**src/rtl/param_universal_shift_register.sv**
```systemverilog
// Universal shift register with an automatic burst-shift engine.
//
// Purpose:
//   WIDTH-bit register supporting hold, serial shift left/right, parallel
//   load, rotate left/right and clear, selected by mode_i. A burst request
//   latches a shift count and direction, then performs one serial shift per
//   enabled cycle until the count is exhausted, pulsing done_o at the end.
//
// Ports:
//   clk_i          - clock, all state updates on rising edge
//   rst_i          - synchronous active-high reset
//   en_i           - clock enable; 0 freezes all state (reset still acts)
//   mode_i         - operation select when idle
//   ser_in_l_i     - serial bit entering out_o[0] on left shift
//   ser_in_r_i     - serial bit entering out_o[WIDTH-1] on right shift
//   par_in_i       - parallel load data
//   burst_start_i  - level-sampled burst request
//   burst_dir_i    - burst direction (0 = left, 1 = right), latched at start
//   burst_len_i    - burst shift count, latched at start
//   out_o          - register contents
//   ser_out_msb_o  - out_o[WIDTH-1]
//   ser_out_lsb_o  - out_o[0]
//   busy_o         - registered, high while a burst is in progress
//   done_o         - registered, one-cycle pulse at burst completion

module param_universal_shift_register #(
  parameter int unsigned WIDTH = 8,
  parameter int unsigned LEN_W = 4
) (
  input  logic             clk_i,
  input  logic             rst_i,
  input  logic             en_i,
  input  logic [2:0]       mode_i,
  input  logic             ser_in_l_i,
  input  logic             ser_in_r_i,
  input  logic [WIDTH-1:0] par_in_i,
  input  logic             burst_start_i,
  input  logic             burst_dir_i,
  input  logic [LEN_W-1:0] burst_len_i,
  output logic [WIDTH-1:0] out_o,
  output logic             ser_out_msb_o,
  output logic             ser_out_lsb_o,
  output logic             busy_o,
  output logic             done_o
);

  localparam logic [2:0] ModeHold  = 3'b000;
  localparam logic [2:0] ModeShl   = 3'b001;
  localparam logic [2:0] ModeShr   = 3'b010;
  localparam logic [2:0] ModeLoad  = 3'b011;
  localparam logic [2:0] ModeRotl  = 3'b100;
  localparam logic [2:0] ModeRotr  = 3'b101;
  localparam logic [2:0] ModeClear = 3'b110;

  typedef enum logic [0:0] {StIdle, StBurst} state_e;

  state_e             state_q, state_d;
  logic [WIDTH-1:0]   out_q, out_d;
  logic [LEN_W-1:0]   cnt_q, cnt_d;
  logic               dir_q, dir_d;
  logic               busy_q, busy_d;
  logic               done_q, done_d;

  logic               last_shift;
  logic               len_zero;

  assign last_shift = (cnt_q == LEN_W'(1));
  assign len_zero   = (burst_len_i == '0);

  // State register.
  always_ff @(posedge clk_i) begin
    if (rst_i) begin
      state_q <= StIdle;
      out_q   <= '0;
      cnt_q   <= '0;
      dir_q   <= 1'b0;
      busy_q  <= 1'b0;
      done_q  <= 1'b0;
    end else begin
      state_q <= state_d;
      out_q   <= out_d;
      cnt_q   <= cnt_d;
      dir_q   <= dir_d;
      busy_q  <= busy_d;
      done_q  <= done_d;
    end
  end

  // Next-state logic: burst sequencing and the remaining-shift counter.
  always_comb begin
    state_d = state_q;
    cnt_d   = cnt_q;
    dir_d   = dir_q;
    if (en_i) begin
      unique case (state_q)
        StIdle: begin
          if (burst_start_i && !len_zero) begin
            state_d = StBurst;
            cnt_d   = burst_len_i;
            dir_d   = burst_dir_i;
          end
        end
        StBurst: begin
          cnt_d = cnt_q - LEN_W'(1);
          if (last_shift) begin
            state_d = StIdle;
          end
        end
        default: state_d = StIdle;
      endcase
    end
  end

  // Output logic: next register contents and the registered status flags.
  always_comb begin
    out_d  = out_q;
    busy_d = busy_q;
    // done is a pulse: it drops on every edge it is not re-asserted.
    done_d = 1'b0;
    if (en_i) begin
      unique case (state_q)
        StIdle: begin
          if (burst_start_i) begin
            // Start edge never touches out; a zero-length burst completes at once.
            busy_d = !len_zero;
            done_d = len_zero;
          end else begin
            case (mode_i)
              ModeHold:  out_d = out_q;
              ModeShl:   out_d = {out_q[WIDTH-2:0], ser_in_l_i};
              ModeShr:   out_d = {ser_in_r_i, out_q[WIDTH-1:1]};
              ModeLoad:  out_d = par_in_i;
              ModeRotl:  out_d = {out_q[WIDTH-2:0], out_q[WIDTH-1]};
              ModeRotr:  out_d = {out_q[0], out_q[WIDTH-1:1]};
              ModeClear: out_d = '0;
              default:   out_d = out_q;
            endcase
          end
        end
        StBurst: begin
          if (dir_q) begin
            out_d = {ser_in_r_i, out_q[WIDTH-1:1]};
          end else begin
            out_d = {out_q[WIDTH-2:0], ser_in_l_i};
          end
          if (last_shift) begin
            busy_d = 1'b0;
            done_d = 1'b1;
          end
        end
        default: begin
          busy_d = 1'b0;
        end
      endcase
    end
  end

  assign out_o         = out_q;
  assign ser_out_msb_o = out_q[WIDTH-1];
  assign ser_out_lsb_o = out_q[0];
  assign busy_o        = busy_q;
  assign done_o        = done_q;

endmodule

```
**config.mk**
```make
export PLATFORM = sky130hd
export DESIGN_NAME = param_universal_shift_register
export DESIGN_NICKNAME = d
export VERILOG_FILES = /design/src/rtl/param_universal_shift_register.sv
export SDC_FILE = /design/constraint.sdc
export NUM_CORES = 1
export LEC_CHECK = 0
export ABC_AREA = 1
export BUFFER_PORTS_ARGS = -buffer_cell sky130_fd_sc_hd__buf_2
export CELL_PAD_IN_SITES_DETAIL_PLACEMENT = 1
export CELL_PAD_IN_SITES_GLOBAL_PLACEMENT = 1
export CORE_MARGIN = 10
export CORE_UTILIZATION = 25
export CTS_CLUSTER_SIZE = 30
export DETAILED_ROUTE_END_ITERATION = 12
export GPL_TIMING_DRIVEN = 0
export PLACE_DENSITY = 0.65
export SLEW_MARGIN = 10
export SYNTH_ARGS = -nofsm -noshare
export SYNTH_HDL_FRONTEND = slang
export SYNTH_SLANG_ARGS = --single-unit
```
**constraint.sdc**
```tcl
create_clock -name clk_i -period 1.2 [get_ports clk_i]
set_input_delay 0.12 -clock clk_i [delete_from_list [all_inputs] [get_ports clk_i]]
set_output_delay 0.12 -clock clk_i [all_outputs]
set_load 0.005 [all_outputs]
```
**Word-level counts from Yosys, hierarchy flattened**

Index checks and enable logic that the tools add are counted.

- Order comparisons: 0
- Shift operators: 0
- Reductions and logical operators: 8
- Div/mod/pow operators: 0
- Add/sub/neg operators: 1
- Mux-type cells: 15
- Bitwise logic cells: 2
- $mul: 0
- Equality and inequality tests: 12

Operators by type and width:

| cell | count |
|---|---|
| 8-bit case mux with 6 select lines | 1 |
| 8-bit 2-to-1 mux | 2 |
| 8-bit case mux with 2 select lines | 1 |
| 3-bit equality test, second input constant | 3 |
| 3-bit AND reduction | 3 |
| 4-bit case mux with 2 select lines | 1 |
| 7-bit by 1-bit != test with 1-bit output, second input constant | 1 |
| 3-bit by 2-bit equality test with 1-bit output, second input constant | 2 |
| 1-bit 2-to-1 mux | 6 |
| 2-bit != test, second input constant | 3 |
| 1-bit case mux with 2 select lines | 3 |
| 4-bit by 1-bit equality test with 1-bit output, second input constant | 1 |
| 4-bit logical NOT | 1 |
| 4-bit 2-to-1 mux | 1 |
| 4-bit by 1-bit subtractor with 4-bit output, second input constant | 1 |
| 3-bit by 1-bit equality test with 1-bit output, second input constant | 1 |
| 2-bit by 1-bit != test with 1-bit output, second input constant | 1 |
| 1-bit inverter | 2 |
| 2-bit AND reduction | 1 |
| 2-bit OR reduction | 1 |
| 1-bit logical AND | 1 |
| 1-bit logical NOT | 1 |

- Bits in read-only memories: 0
- Output and inout port bits: 12
- Bits of input ports: 22
- Memories: 0
- Logic and storage cells: 44
- Bits in latches: 0
- Memory bits (writable): 0
- Register bits: 16

**Depth between registers and ports, before layout**

- Depth after elaboration: 5
- Depth in mapped cells: 8
- Mapped depth without buffers: 8

**Worst setup path before layout**

No wires, ideal clock.

- Path kind: register -> register
- From: register cnt_q[0]
- To: register cnt_q[2]
- Buffers on the path: 0
- Setup slack: -9 ps
- Arrival: 1094 ps
- Stages on the path, launching flop included: 8
- Setup time: 116 ps
- Cells stage by stage: dfxtp_1 > inv_1 > ha_1 > or2_2 > nand3_1 > o21ai_0 > nand2_1 > a21oi_1

- Longest elaborated chain between the ends: 2

Ends and longest elaborated chain:

| what | RTL line | source |
|---|---|---|
| from (decl) | 59 | `logic [LEN_W-1:0] cnt_q, cnt_d;` |
| from (signal assigned) | 82 | `cnt_q <= cnt_d;` |
| 4-bit by 1-bit subtractor with 4-bit output | 104 | `cnt_d = cnt_q - LEN_W'(1);` |
| 4-bit case mux with 2 select lines | 95 | `unique case (state_q)` |

Every way passes these cells.
A chain may end at the register's enable or synchronous reset.

**Final worst setup path**

- From: register cnt_q[0]
- To: register busy_q (netlist: busy_o)

- Longest elaborated chain between the ends: 3

Ends and longest elaborated chain:

| what | RTL line | source |
|---|---|---|
| 4-bit by 1-bit equality test with 1-bit output | 67 | `assign last_shift = (cnt_q == LEN_W'(1));` |
| 2-bit by 1-bit != test with 1-bit output (no source line) | -- |  |
| 3-bit AND reduction (no source line) | -- |  |
| to (signal assigned) | 84 | `busy_q <= busy_d;` |
| to (decl) | 61 | `logic busy_q, busy_d;` |

Every way passes these cells.

==> flow_summary.yaml <==
worst_setup_path:
  critPathKind: "reg -> reg"
  crit_path_end: "busy_o"
  startpoint: "cnt_q[0]"
  r2r-start: "cnt_q[0]"
  cp_data_arrival_time_ns: 1.32
  cp.required_ns: 1.39
  endpoint_kind: "flop"
  reg2reg_to: "busy_o"
  rrSetupSlack_ns: 0.07
  reg2regPathDepth: 6
  worst-path-max-fanout: 3
  worst_setup_path_start_kind: "flop"
die:
  fp-row-count: 25
  dieArea_um2: 8140
  start_util: 0.259
  pin_count: 34
  coreArea_um2: 4750
  fp.dieW_um: 90.2
  die-height_um: 90.2
sta:
  hold_slack_ns: 0.0901
  max_freq_mhz: 886
  maxSlewViolCount: 0
  period_share: 0.940
  rsz0062_at_grt: "true"
  relSlewSlack: 0.749
  setup_viol: 0
  final-hold-violation-count: 0
  min_period_ns: 1.13
  tightest_slew_ns: 0.377
  setup_ws_ns: 0.0716
  finClkSkew_ns: 0.00515
  fin_tns_setup_ns: 0
clock_network:
  hold_buffers: 0
  numCtsBuffers: 3
  cts.sink_count: 16
  clk_pin_slew_ns: 0.07
  cts_root_buf: "clkbuf_8"
  insertion_delay_ns: 0.26
  cts_buffer_depth: 2
  cts_tree: "built"
  htree_levels: 1
yosys:
  synthTopCellsByArea: "dfxtp_1 (26%), nand2_1 (20%), o21ai_0 (6.5%), inv_1 (5.8%), a21oi_2 (5.7%)"
  yosys_register_bits: 16
  synthCells: 196
  netlist.area_leader.share: 0.260
  ys_types: 27
  syn-cell-area_um2: 1230
  syn_area_per_cell_um2: 6.29
  ys_seq_area_frac: 0.260
  syn_nets: 220
  ys_warn_count: 0
  synth_top_area_cell: "dfxtp_1"
final_layout:
  n_fill_cell: 665
  final_cell_count_no_fill: 308
  fin_nets: 266
  layout-area-overhead-vs-synth_pct: 33.3
  design_area_um2: 1640
  diodes: 0
  final_core_util: 0.346
  drive_gt1_frac: 0.361
status:
  status: "finished clean"
place:
  placed_area_um2: 1480
  gp_congestion: 0.742
  port_buffers: 33
  hpwl_um: 3110
  placed_cells: 296
  dp_slack_ns: -0.124
detailed_routing:
  drc: 0
  first_iter_violations: 41
  routed_wl_um: 4080
  dr.pass1.iters: 5
  wl_per_cell_um: 13.3
  vias: 1414
  avgViaCountPerCell: 4.59
  ant_nets: 0
grt:
  grt_max_degree: 11
  grt_pass1_vias: 1466
  grt-ovfl-total: 0
  top_usage_layer: "met2"
  met2_usage: 0.173
  grt_pass1_wl_um: 6980
  grt_util_all_layers: 0.100
  antenna_found_initial: 0
  use_met1: 0.116
  gr-usage-met3: 0.0333
hold_path:
  hold_path_class: "in -> reg"
job:
  maxCapViolations: 0
pwr:
  totalPowerFinal_mw: 1.61
  power_density_nw_per_um2: 979
  vdd_drop_max_mv: 0.354
  p_leak_nw: 0.799
==> cells by family after synthesis <==
group / count (synthesis) / share of synthesized area
buffers and inverters: 28 / 0.120
AO/OA/AOI/OAI: 41 / 0.203
adder cells (fa/ha/maj): 2 / 0.0203
AND/OR/NAND/NOR: 109 / 0.397
flip-flops: 16 / 0.260
==> flip-flops by register name, indices dropped and copies added (netlist names) <==
register and cells:
out_o 8, cnt_q 4, busy_o 1, dir_q 1, done_o 1, state_q 1
==> worst max-delay path, stage by stage, from the launching register on <==
cell	delay, ns
dfxtp_2	0.33
buf_4	0.14
ha_1	0.19
nand4_1	0.10
o21a_1	0.16
nand2_1	0.05
a21oi_1	0.10
==> repair_timing <==
| item | in CTS | in global routing |
|---|---|---|
| pin swaps | 0 | 4 |
| resized for setup | 7 | 14 |
| setup buffers | 4 | 4 |
| setup endpoints to repair | 10 | 12 |
==> placed cells by master, fill, tap and decap left out, types with 2 or more instances in the layout <==
| master | count |
|---|---|
| nor2_1 | 10 |
| buf_4 | 10 |
| dfxtp_1 | 12 |
| a21oi_2 | 8 |
| a21oi_1 | 13 |
| clkbuf_8 | 4 |
| nor2_2 | 8 |
| nand3_2 | 2 |
| nand4_1 | 3 |
| dfxtp_2 | 2 |
| inv_2 | 3 |
| nand2_2 | 4 |
| o21ai_0 | 12 |
| dfxtp_4 | 2 |
| o21ai_2 | 2 |
| nand3_1 | 12 |
| o21ai_1 | 3 |
| buf_2 | 34 |
| nand2_1 | 66 |
| inv_1 | 17 |
==> cell type report <==
cell class	instances	area, µm²	area share
Buffer	7	71.3	0.0434
Clock buffer	4	55.1	0.0335
Inverter	21	81.3	0.0495
Multi-Input combinational cell	152	796	0.484
Sequential cell	16	330	0.201
Tap cell	67	83.8	0.0510
Timing Repair Buffer	41	225	0.137
==> worst min path at each step <==
stage | endpoint | from | cells past startpoint
global route | cnt_q[2] | rst_i | 2
global placement | cnt_q[3] | rst_i | 2
detailed placement | cnt_q[3] | rst_i | 2
floorplan | busy_o | rst_i | 1
CTS | busy_o | rst_i | 2
finish | busy_o | rst_i | 2
==> metal layers <==
layer	wire length, µm	part of all wire
met2	2000	0.49
met4	50	0.012
met3	208	0.051
met5	0	0
met1	1820	0.45
==> report_power, final <==
part / switching, mW / internal, mW
Sequential: 0.0492 / 0.571
Clock: 0.216 / 0.292
Combinational: 0.272 / 0.209
Total: 0.537 / 1.07
==> cell usage after synthesis, drive strengths merged <==
| cell | instances |
|---|---|
| o21a | 1 |
| nand3b | 1 |
| or2 | 1 |
| a21oi | 21 |
| o21ai | 17 |
| nand4 | 3 |
| dfxtp | 16 |
| buf | 6 |
| o2111a | 1 |
| nand3 | 15 |
| a211oi | 1 |
| ha | 2 |
| dlymetal6s2s | 1 |
| nand2 | 70 |
| nor2 | 19 |
| inv | 21 |
(Power assumes the default switching activity.)
